<file path="src/rtl/led_matrix_row_driver.sv">
// ---------------------------------------------------------------------------
// led_matrix_row_driver
//
// Drives one row pair (top half / bottom half) of a HUB75-style RGB LED
// matrix. A row is accepted from the row buffers and shifted out MSB
// column first on a divided bit clock. An optional blanking interval
// follows. The row is then latched at its address and the display is
// re-enabled. The previously latched row stays lit (oe_n_out low) while
// the next row is shifted in.
//
// Build option: define LED_DRIVER_BLANK_EN to insert BLANK_CYCLES of
// blanking before each latch. When it is undefined, blanking is skipped,
// the address updates on latch entry and oe_n_out is high only while
// latching.
//
// Ports:
//   clk_in          system clock
//   n_reset_in      asynchronous active-low reset
//   enable_in       row data valid (sampled only in IDLE)
//   ready_out       row can be accepted
//   frame_sync_in   restart row counter at 0 (sampled only in IDLE)
//   col_top_in      top-half row, [colour][column]
//   col_bot_in      bottom-half row, [colour][column]
//   rgb_top_out     top-half RGB serial data
//   rgb_bot_out     bottom-half RGB serial data
//   bit_clk_out     shift clock to the panel
//   latch_out       row latch strobe
//   oe_n_out        active-low output enable
//   addr_out        row address
//   row_done_out    one-cycle pulse per completed row
//   frame_done_out  one-cycle pulse when the last row of a frame completes
// ---------------------------------------------------------------------------
module led_matrix_row_driver #(
    parameter int WRITE_FREQ   = 1_000_000,
    parameter int SYS_CLK_FREQ = 100_000_000,
    parameter int NUM_COLS     = 64,
    parameter int ADDR_W       = 5,
    parameter int LATCH_CYCLES = 4,
    parameter int BLANK_CYCLES = 8
) (
    input  logic                         clk_in,
    input  logic                         n_reset_in,
    input  logic                         enable_in,
    output logic                         ready_out,
    input  logic                         frame_sync_in,
    input  logic [2:0][NUM_COLS-1:0]     col_top_in,
    input  logic [2:0][NUM_COLS-1:0]     col_bot_in,
    output logic [2:0]                   rgb_top_out,
    output logic [2:0]                   rgb_bot_out,
    output logic                         bit_clk_out,
    output logic                         latch_out,
    output logic                         oe_n_out,
    output logic [ADDR_W-1:0]            addr_out,
    output logic                         row_done_out,
    output logic                         frame_done_out
);

    localparam int HALF_RAW = SYS_CLK_FREQ / (2 * WRITE_FREQ);
    localparam int HALF     = (HALF_RAW < 1) ? 1 : HALF_RAW;
    localparam int MAX_A    = (HALF > LATCH_CYCLES) ? HALF : LATCH_CYCLES;
    localparam int MAX_CNT  = (MAX_A > BLANK_CYCLES) ? MAX_A : BLANK_CYCLES;
    localparam int CNT_W    = $clog2(MAX_CNT + 1);
    localparam int COL_W    = $clog2(NUM_COLS);

    typedef enum logic [2:0] {
        IDLE  = 3'd0,
        SHIFT = 3'd1,
        BLANK = 3'd2,
        LATCH = 3'd3,
        DONE  = 3'd4
    } state_t;

    state_t                      state_r;
    logic [CNT_W-1:0]            cnt_r;
    logic [COL_W-1:0]            col_cnt_r;
    logic [ADDR_W-1:0]           row_cnt_r;
    // Column NUM_COLS-1 goes straight to the outputs on acceptance, so the
    // buffers only hold the remaining columns, MSB next to be shown.
    logic [2:0][NUM_COLS-2:0]    top_buf_r;
    logic [2:0][NUM_COLS-2:0]    bot_buf_r;
    logic                        ready_r;
    logic [2:0]                  rgb_top_r;
    logic [2:0]                  rgb_bot_r;
    logic                        bit_clk_r;
    logic                        latch_r;
    logic                        oe_n_r;
    logic [ADDR_W-1:0]           addr_r;
    logic                        row_done_r;
    logic                        frame_done_r;

    // Row sequencer: accept, shift, optional blank, latch, done.
    always_ff @(posedge clk_in or negedge n_reset_in) begin
        if (!n_reset_in) begin
            state_r      <= IDLE;
            cnt_r        <= '0;
            col_cnt_r    <= '0;
            row_cnt_r    <= '0;
            top_buf_r    <= '0;
            bot_buf_r    <= '0;
            ready_r      <= 1'b1;
            rgb_top_r    <= 3'b000;
            rgb_bot_r    <= 3'b000;
            bit_clk_r    <= 1'b0;
            latch_r      <= 1'b0;
            oe_n_r       <= 1'b1;
            addr_r       <= '0;
            row_done_r   <= 1'b0;
            frame_done_r <= 1'b0;
        end else begin
            row_done_r   <= 1'b0;
            frame_done_r <= 1'b0;
            case (state_r)
                IDLE: begin
                    if (frame_sync_in) begin
                        row_cnt_r <= '0;
                    end
                    if (enable_in) begin
                        for (int c = 0; c < 3; c++) begin
                            top_buf_r[c] <= col_top_in[c][NUM_COLS-2:0];
                            bot_buf_r[c] <= col_bot_in[c][NUM_COLS-2:0];
                            rgb_top_r[c] <= col_top_in[c][NUM_COLS-1];
                            rgb_bot_r[c] <= col_bot_in[c][NUM_COLS-1];
                        end
                        ready_r   <= 1'b0;
                        cnt_r     <= '0;
                        col_cnt_r <= '0;
                        bit_clk_r <= 1'b0;
                        state_r   <= SHIFT;
                    end
                end
                SHIFT: begin
                    if (cnt_r == CNT_W'(HALF - 1)) begin
                        cnt_r     <= '0;
                        bit_clk_r <= ~bit_clk_r;
                        // Data advances on the falling bit clock edge.
                        if (bit_clk_r) begin
                            if (col_cnt_r == COL_W'(NUM_COLS - 1)) begin
                                rgb_top_r <= 3'b000;
                                rgb_bot_r <= 3'b000;
                                oe_n_r    <= 1'b1;
                                addr_r    <= row_cnt_r;
`ifdef LED_DRIVER_BLANK_EN
                                state_r   <= BLANK;
`else
                                latch_r   <= 1'b1;
                                state_r   <= LATCH;
`endif
                            end else begin
                                col_cnt_r <= col_cnt_r + 1'b1;
                                for (int c = 0; c < 3; c++) begin
                                    rgb_top_r[c] <= top_buf_r[c][NUM_COLS-2];
                                    rgb_bot_r[c] <= bot_buf_r[c][NUM_COLS-2];
                                    top_buf_r[c] <= top_buf_r[c] << 1;
                                    bot_buf_r[c] <= bot_buf_r[c] << 1;
                                end
                            end
                        end
                    end else begin
                        cnt_r <= cnt_r + 1'b1;
                    end
                end
                BLANK: begin
                    if (cnt_r == CNT_W'(BLANK_CYCLES - 1)) begin
                        cnt_r   <= '0;
                        latch_r <= 1'b1;
                        state_r <= LATCH;
                    end else begin
                        cnt_r <= cnt_r + 1'b1;
                    end
                end
                LATCH: begin
                    if (cnt_r == CNT_W'(LATCH_CYCLES - 1)) begin
                        cnt_r        <= '0;
                        latch_r      <= 1'b0;
                        oe_n_r       <= 1'b0;
                        row_done_r   <= 1'b1;
                        frame_done_r <= (row_cnt_r == {ADDR_W{1'b1}});
                        state_r      <= DONE;
                    end else begin
                        cnt_r <= cnt_r + 1'b1;
                    end
                end
                DONE: begin
                    row_cnt_r <= row_cnt_r + 1'b1;
                    ready_r   <= 1'b1;
                    state_r   <= IDLE;
                end
                default: begin
                    // Unreachable encodings: recover to a safe, blanked IDLE.
                    state_r   <= IDLE;
                    ready_r   <= 1'b1;
                    cnt_r     <= '0;
                    rgb_top_r <= 3'b000;
                    rgb_bot_r <= 3'b000;
                    bit_clk_r <= 1'b0;
                    latch_r   <= 1'b0;
                    oe_n_r    <= 1'b1;
                end
            endcase
        end
    end

    assign ready_out      = ready_r;
    assign rgb_top_out    = rgb_top_r;
    assign rgb_bot_out    = rgb_bot_r;
    assign bit_clk_out    = bit_clk_r;
    assign latch_out      = latch_r;
    assign oe_n_out       = oe_n_r;
    assign addr_out       = addr_r;
    assign row_done_out   = row_done_r;
    assign frame_done_out = frame_done_r;

endmodule

</file>
<file path="config.mk">
export PLATFORM = sky130hd
export DESIGN_NAME = led_matrix_row_driver
export DESIGN_NICKNAME = d
export VERILOG_FILES = /design/src/rtl/led_matrix_row_driver.sv
export SDC_FILE = /design/constraint.sdc
export NUM_CORES = 1
export LEC_CHECK = 0
export ABC_AREA = 1
export ABC_CLOCK_PERIOD_IN_PS = 2000
export CORE_MARGIN = 2
export CORE_UTILIZATION = 37
export DETAILED_ROUTE_END_ITERATION = 16
export SYNTH_ARGS = -nofsm -noshare
export SYNTH_HDL_FRONTEND = slang
export SYNTH_SLANG_ARGS = --single-unit
</file>
<file path="constraint.sdc">
create_clock -name clk_in -period 2 [get_ports clk_in]
set_clock_uncertainty 0.1 [all_clocks]
set_input_delay 0.4 -clock clk_in [delete_from_list [all_inputs] [get_ports clk_in]]
set_output_delay 0.4 -clock clk_in [all_outputs]
set_load 0.03 [all_outputs]
</file>
==> results.md, run 1 <==
* Status: completed
* RSZ-0062 raised after global routing: true
* Worst IR Drop VDD at 0.893 mV
* Delay-heaviest family, CP: buffers and inverters
* Clk_lat worst skew at 570 ps
* Top cells by area, synth: dfrtp_1 49%, nand2_1 41%, buf_6 1.7%
* R2R Setup Slk at 60 ps
* Post-Route WL at 61.2 mm
* WP data required at 2410 ps
* DRC at 0
* Nets at 3874
* Worst slew pin tran at 448 ps
* Share of cells above drive strength 1 at 6.71%
* CP Class: register to register
* Worst hold path type: input pin to async pin
* Syn-to-layout area delta at 35.7%
* Synth area leader: dfrtp_1
* Post-Syn Area at 20900 sq um
* Register bit total from synthesis at 415
* Sequential area share after synthesis at 49.6%
* Clock buffer count from CTS at 47
* Placed cell count at 4159
* Yosys top cell area share at 49.4%
* Reg-to-Reg End: bot_buf_r[151]
* CP arrival at 2350 ps
* Number of distinct library cells after synthesis at 27
* Cells after synthesis at 3053
* Syn. warnings at 0
* DIE HEIGHT at 242 um
* Initial Util at 37.3%
* Clock sinks at 415
* DRT antenna net count at 0
* TritonRoute pass-1 iters at 6
* First-pass GRT wire length at 96.6 mm
* Fin crit share at 97.1%
* P_leak at 0.0156 uW
* CP Cell Sequence: buf_4 -> nor2_4 -> nand2_2 -> nand3_4 -> nor2_8 -> buf_8 -> buf_12 -> inv_12 -> buf_8 -> nand2_1 -> nand2_1
* Crit. End Element: register
* Vias at 19339
* Die W at 242 um
* Crit path depth at 11
* Final setup viols at 0
* PortBufs at 404
* Finished Core Util at 50.6%
* CTS max path bufs at 3
* Boundary Pins at 405
* Dpl hpwl at 40.9 mm
* Grt total ovfl at 0
* Final slew viol count at 0
* Routed wire length per instance at 14.3 um
* Final hold vios at 0
* Initial antenna violation count at 5
* Routed vias/inst at 4.52
* Core ar. at 56200 sq um
* Worst Setup Start Kind: register
* Placer Congestion at 0.855
* PD cells at 1720 nW/um^2
* Die area at 58500 sq um
* Fin cells at 4274
* Max Cap Viol at 0
* Root Buffer: clkbuf_16
* Initial drt markers at 1194
* Post-Syn Nets at 3446
* Slowest CP cell: dfrtp_2
* Reg-to-reg startpoint: state_r[1]
* Fin Setup TNS at 0 ps
* Total Power at 48800 uW
* Max-slew headroom at the worst pin at 70.1%
* GRT Total Usage at 20.0%
* Largest net degree at the start of global routing at 77
* Clk slew on worst S/H paths at 60 ps
* CP Buf/Inv Count at 5
* Max FO, Critical Path at 17
* R2R cell count at 11
* Vias in the first global route at 18646
* Minimum clock period at 1940 ps
* Crit-path max cell delay at 450 ps
* Row count at 87
* Syn_area_per_cell at 6.85 sq um
* CTS tree: yes
* Fmax at 515 MHz
* H-tree depth at 2
## kinds of logic (layout without fill, tap and decap cells)
| family | Yosys count | in the layout | share of synthesized area, % |
|---|---|---|---|
| and+or+nand+nor | 2359 | 2359 | 42.8 |
| DFF | 415 | 415 | 49.6 |
| buffers and inverters | 216 | 678 | 5.77 |
| AOI/OAI and AO/OA | 54 | 54 | 1.34 |
| adders and majority gates | 5 | 5 | 0.299 |
| xor gates and xnor gates | 4 | 4 | 0.167 |
| other | 0 | 3 | 0 |
## worst reg2reg max path, stage by stage (launching register included)
cell	delay, ps
dfrtp_2	450
buf_4	160
nor2_4	170
nand2_2	110
nand3_4	120
nor2_8	60
buf_8	140
buf_12	140
inv_12	110
buf_8	200
nand2_1	70
nand2_1	60
## Yosys cell counts
cell,n
clkbuf_1,65
clkinv_1,1
nor2_8,1
o22ai_1,3
ha_1,5
o21ai_0,45
nand3_1,26
dfrtp_1,413
buf_6,32
nand4_1,6
nor2_1,29
nand2_2,1
buf_4,26
inv_4,1
inv_1,44
xor2_1,4
dfstp_2,2
o211ai_1,1
nor2_4,1
o32ai_1,1
nand3_2,3
nand2_1,2290
a21oi_1,4
inv_2,1
buf_1,1
buf_2,45
nor3b_1,2
## worst max path at each step
| stage | start | endpoint | slack [ps] |
|---|---|---|---|
| after floorplan | cnt_r[1] | top_buf_r[135] | 170 |
| after global placement | enable_in | top_buf_r[98] | -200 |
| after detailed placement | enable_in | bot_buf_r[167] | -210 |
| after CTS | col_cnt_r[0] | bot_buf_r[174] | -10 |
| after global routing | state_r[2] | top_buf_r[144] | -30 |
| final | state_r[1] | bot_buf_r[151] | 60 |
## final cells by class
cell class              instances  area, sq um
fillers                      5615        27800
flip-flops and latches        415        10400
multi-input cells            2422         9390
repair buffers                546         5900
clock buffers                  70         1400
well taps                     756          946
inverters                      47          189
clock inverters                13          170
repair inverters                2         27.5
diodes                          3         7.51
## sequential cells by signal, summed over array words and instances (netlist names), 3 cells and up
signal and cells:
top_buf_r 189, row_cnt_r 5, bot_buf_r 189, rgb_bot_out 3, state_r 3, cnt_r 6
col_cnt_r 6, rgb_top_out 3, addr_out 5
## layer usage
metal	wire length [um]	vias up	track usage [%]
li1	-	10005	-
met2	28200	426	32.0
met4	1450	2	5.61
met3	2790	89	3.54
met5	13	-	0
met1	28800	8817	27.8
## placed cells by master (no fill, tap or decap), types with 3 or more instances in the layout
cell,n
clkbuf_8,9
nor2_1,27
diode_2,3
nand3_4,3
inv_1,44
clkbuf_1,12
clkdlybuf4s50_1,386
buf_12,36
buf_8,6
nand2_1,2287
clkinv_2,7
buf_6,10
bufinv_16,4
nand4_1,6
xor2_1,4
dfrtp_1,411
buf_16,6
a21oi_1,4
clkbuf_16,58
nand2_2,4
nor2_4,3
nand3_1,25
buf_4,75
o21ai_0,45
dlygate4sd2_1,15
ha_1,4
o22ai_1,3
## metrics by stage
stage / area, sq um / setup slack, ps / hold slack [ps]
global placement: 26300 / -203 / 177
finish: 28400 / 57.5 / 181
floorplan: 20900 / 170 / 4.41
detailed placement: 26300 / -210 / 175
CTS: 27800 / -14.9 / 156
global route: 28400 / -33.4 / 177
## report_power, final
| group | switching (uW) | leakage (uW) | internal (uW) |
|---|---|---|---|
| Clock | 3520 | 0.000767 | 5310 |
| Combinational | 15800 | 0.00952 | 10000 |
| Sequential | 1850 | 0.00527 | 12300 |
| Total | 21200 | 0.0156 | 27600 |
## timing repair
item                                   CTS  global route
resized for setup                       22            44
hold buffers                             1             0
setup endpoints to repair               20           355
endpoints found under the hold margin  275             0
setup buffers                            0            14
pin swaps                                0             7
cloned                                   0            14
Note: power is estimated with default switching activity, not from simulation.
==> inputs of run 2 (changes only) <==
Settings changed: ABC_CLOCK_PERIOD_IN_PS 2000 to unset.
==> results of run 2 <==
Final layout, timing and power as in run 1 (identical DEF).
==> inputs of run 3 (changes only) <==
Clock period 2 ns to 1.8 ns, I/O delays scaled along.
==> results.md, run 3 (synthesis gave the netlist of run 1 again) <==
* Root Buffer: clkbuf_16
* Clk pwr share at 15.2%
* CP arrival at 2350 ps
* Clk slew on worst S/H paths at 60 ps
* Fin crit share at 110%
* Fin cells at 4374
* PortBufs at 404
* CP Class: register to register
* Largest regs: bot_buf_r (189), top_buf_r (189)
* Most frequent cells in the layout: 2173 x nand2_1, 411 x dfrtp_1, 386 x clkdlybuf4s50_1
* Row count at 87
* P_leak at 0.0167 uW
* Final setup viols at 397
* Syn-to-layout area delta at 47.9%
* GRT met1 Usage at 31.1%
* GR met2 Demand/Resource at 35.4%
* Minimum clock period at 1980 ps
* Psw at 27900 uW
* Die W at 242 um
* First-pass GRT wire length at 104 mm
* Initial Util at 37.3%
* DRC at 0
* Boundary Pins at 405
* Failing checks: negative setup slack
* GRT met3 Usage at 3.43%
* CTS max path bufs at 3
* Placer Congestion at 0.802
* Routed wire length per instance at 16.0 um
* Reg-to-reg startpoint: col_cnt_r[1]
* Placed cell count at 4183
* Most common cell after layout, fill and taps aside: nand2_1
* Clk_lat worst skew at 570 ps
* DRT antenna net count at 0
* PD cells at 2120 nW/um^2
* R2R cell count at 13
* Combinational share of power at 60.6%
* Place WS at -355 ps
* Worst setup margin at -185 ps
* Final hold vios at 0
* Post-Route WL at 70.2 mm
* Vias in the first global route at 19126
* Largest net degree at the start of global routing at 90
* CP most frequent cell: buf_12
* Fmax at 504 MHz
* TritonRoute pass-1 iters at 5
* Crit. End Element: register
* Worst slew pin tran at 499 ps
* Core ar. at 56200 sq um
* Routed vias/inst at 4.64
* Status: finished, violations left
* Slowest CP cell: dfrtp_1
* Dpl hpwl at 41.6 mm
* H-tree depth at 2
* Final slew viol count at 0
* Hold slack at 231 ps
* Worst IR Drop VDD at 1.17 mV
* R2R Setup Slk at -180 ps
* Max FO, Critical Path at 5
* Die area at 58500 sq um
* Total Power at 65600 uW
* Clock buffer count from CTS at 48
* Crit-path max cell delay at 380 ps
* Clock sinks at 415
* Vias at 20311
* Register share of total power at 24.2%
* Max-slew headroom at the worst pin at 66.7%
* RSZ-0062 raised after global routing: true
* CP Cell Sequence: ha_2 -> nand3_4 -> nor2_4 -> nand2_2 -> nand2_4 -> nor2_8 -> buf_12 -> buf_12 -> buf_12 -> inv_12 -> clkbuf_16 -> nand2_1 -> nand2_1
* Max Cap Viol at 0
* Reg-to-Reg End: top_buf_r[66]
* Initial antenna violation count at 3
* Initial drt markers at 1448
* Switching share of total power at 42.5%
* DIE HEIGHT at 242 um
* GRT Total Usage at 22.0%
* Worst hold path type: input pin to async pin
* Nets at 3973
* Gr busiest metal: met2
* CTS tree: yes
* Total internal power at 37700 uW
* WP data required at 2160 ps
* Share of cells above drive strength 1 at 13.0%
* Worst Setup Start Kind: register
* Grt total ovfl at 0
==> run 3: what timing repair did <==
action / 4_1_cts / 5_1_grt
resized for setup: 132 / 183
pin swaps: 17 / 27
endpoints found under the setup margin: 400 / 407
buffers inserted: 18 / 15
cloned: 28 / 43
hold endpoints to repair: 118 / 0
hold buffers: 1 / 0
==> run 3: how the worst max path moves through the flow <==
stage                      start             end  slack (ps)  cells past startpoint
floorplan               cnt_r[1]  top_buf_r[135]          10                     11
global placement       enable_in  top_buf_r[187]        -330                      8
detailed placement     enable_in   bot_buf_r[48]        -350                      9
CTS                     cnt_r[1]   top_buf_r[65]        -220                     12
global route          state_r[1]    bot_buf_r[6]        -270                     12
finish              col_cnt_r[1]   top_buf_r[66]        -180                     13
==> run 3: metrics by stage <==
step / area [sq um] / utilization, % / setup TNS [ps]
floorplan: 20900 / - / 0
global placement: 26500 / 47.2 / -111950
detailed placement: 26500 / 47.2 / -119460
CTS: 29400 / 52.4 / -61700
global route: 31000 / 55.1 / -81480
finish: 31000 / 55.1 / -48630
==> run 3: per-layer routing <==
layer / wire, um / vias to the layer above
li1: - / 10241
met1: 31900 / 9463
met2: 33100 / 524
met3: 3690 / 83
met4: 1450 / 0
met5: 0 / -
==> run 3: critical path: cells and delay by family (launching register included) <==
kind,cells,cell delay [ps]
buffers and inverters,5,640
adder cells (fa/ha/maj),1,210
flip-flops,1,380
AND/OR/NAND/NOR,7,520
==> run 3: power by group through the flow <==
stage | clock network, uW | registers, uW | logic, uW
finish | 9980 | 15900 | 39700
global route | 10600 | 16300 | 43800
CTS | 10200 | 15700 | 33300
detailed placement | 0 | 15700 | 26800
global placement | 0 | 15700 | 26500
floorplan | 0 | 15500 | 18900
==> run 3: area by class of cell <==
type | instances | area (sq um)
Inverter | 47 | 205
Timing Repair Buffer | 639 | 7870
Clock buffer | 72 | 1420
Antenna cell | 3 | 7.51
Clock inverter | 13 | 168
Tap cell | 756 | 946
Sequential cell | 415 | 10400
Fill cell | 5401 | 25200
Multi-Input combinational cell | 2422 | 9810
Timing Repair inverter | 7 | 140
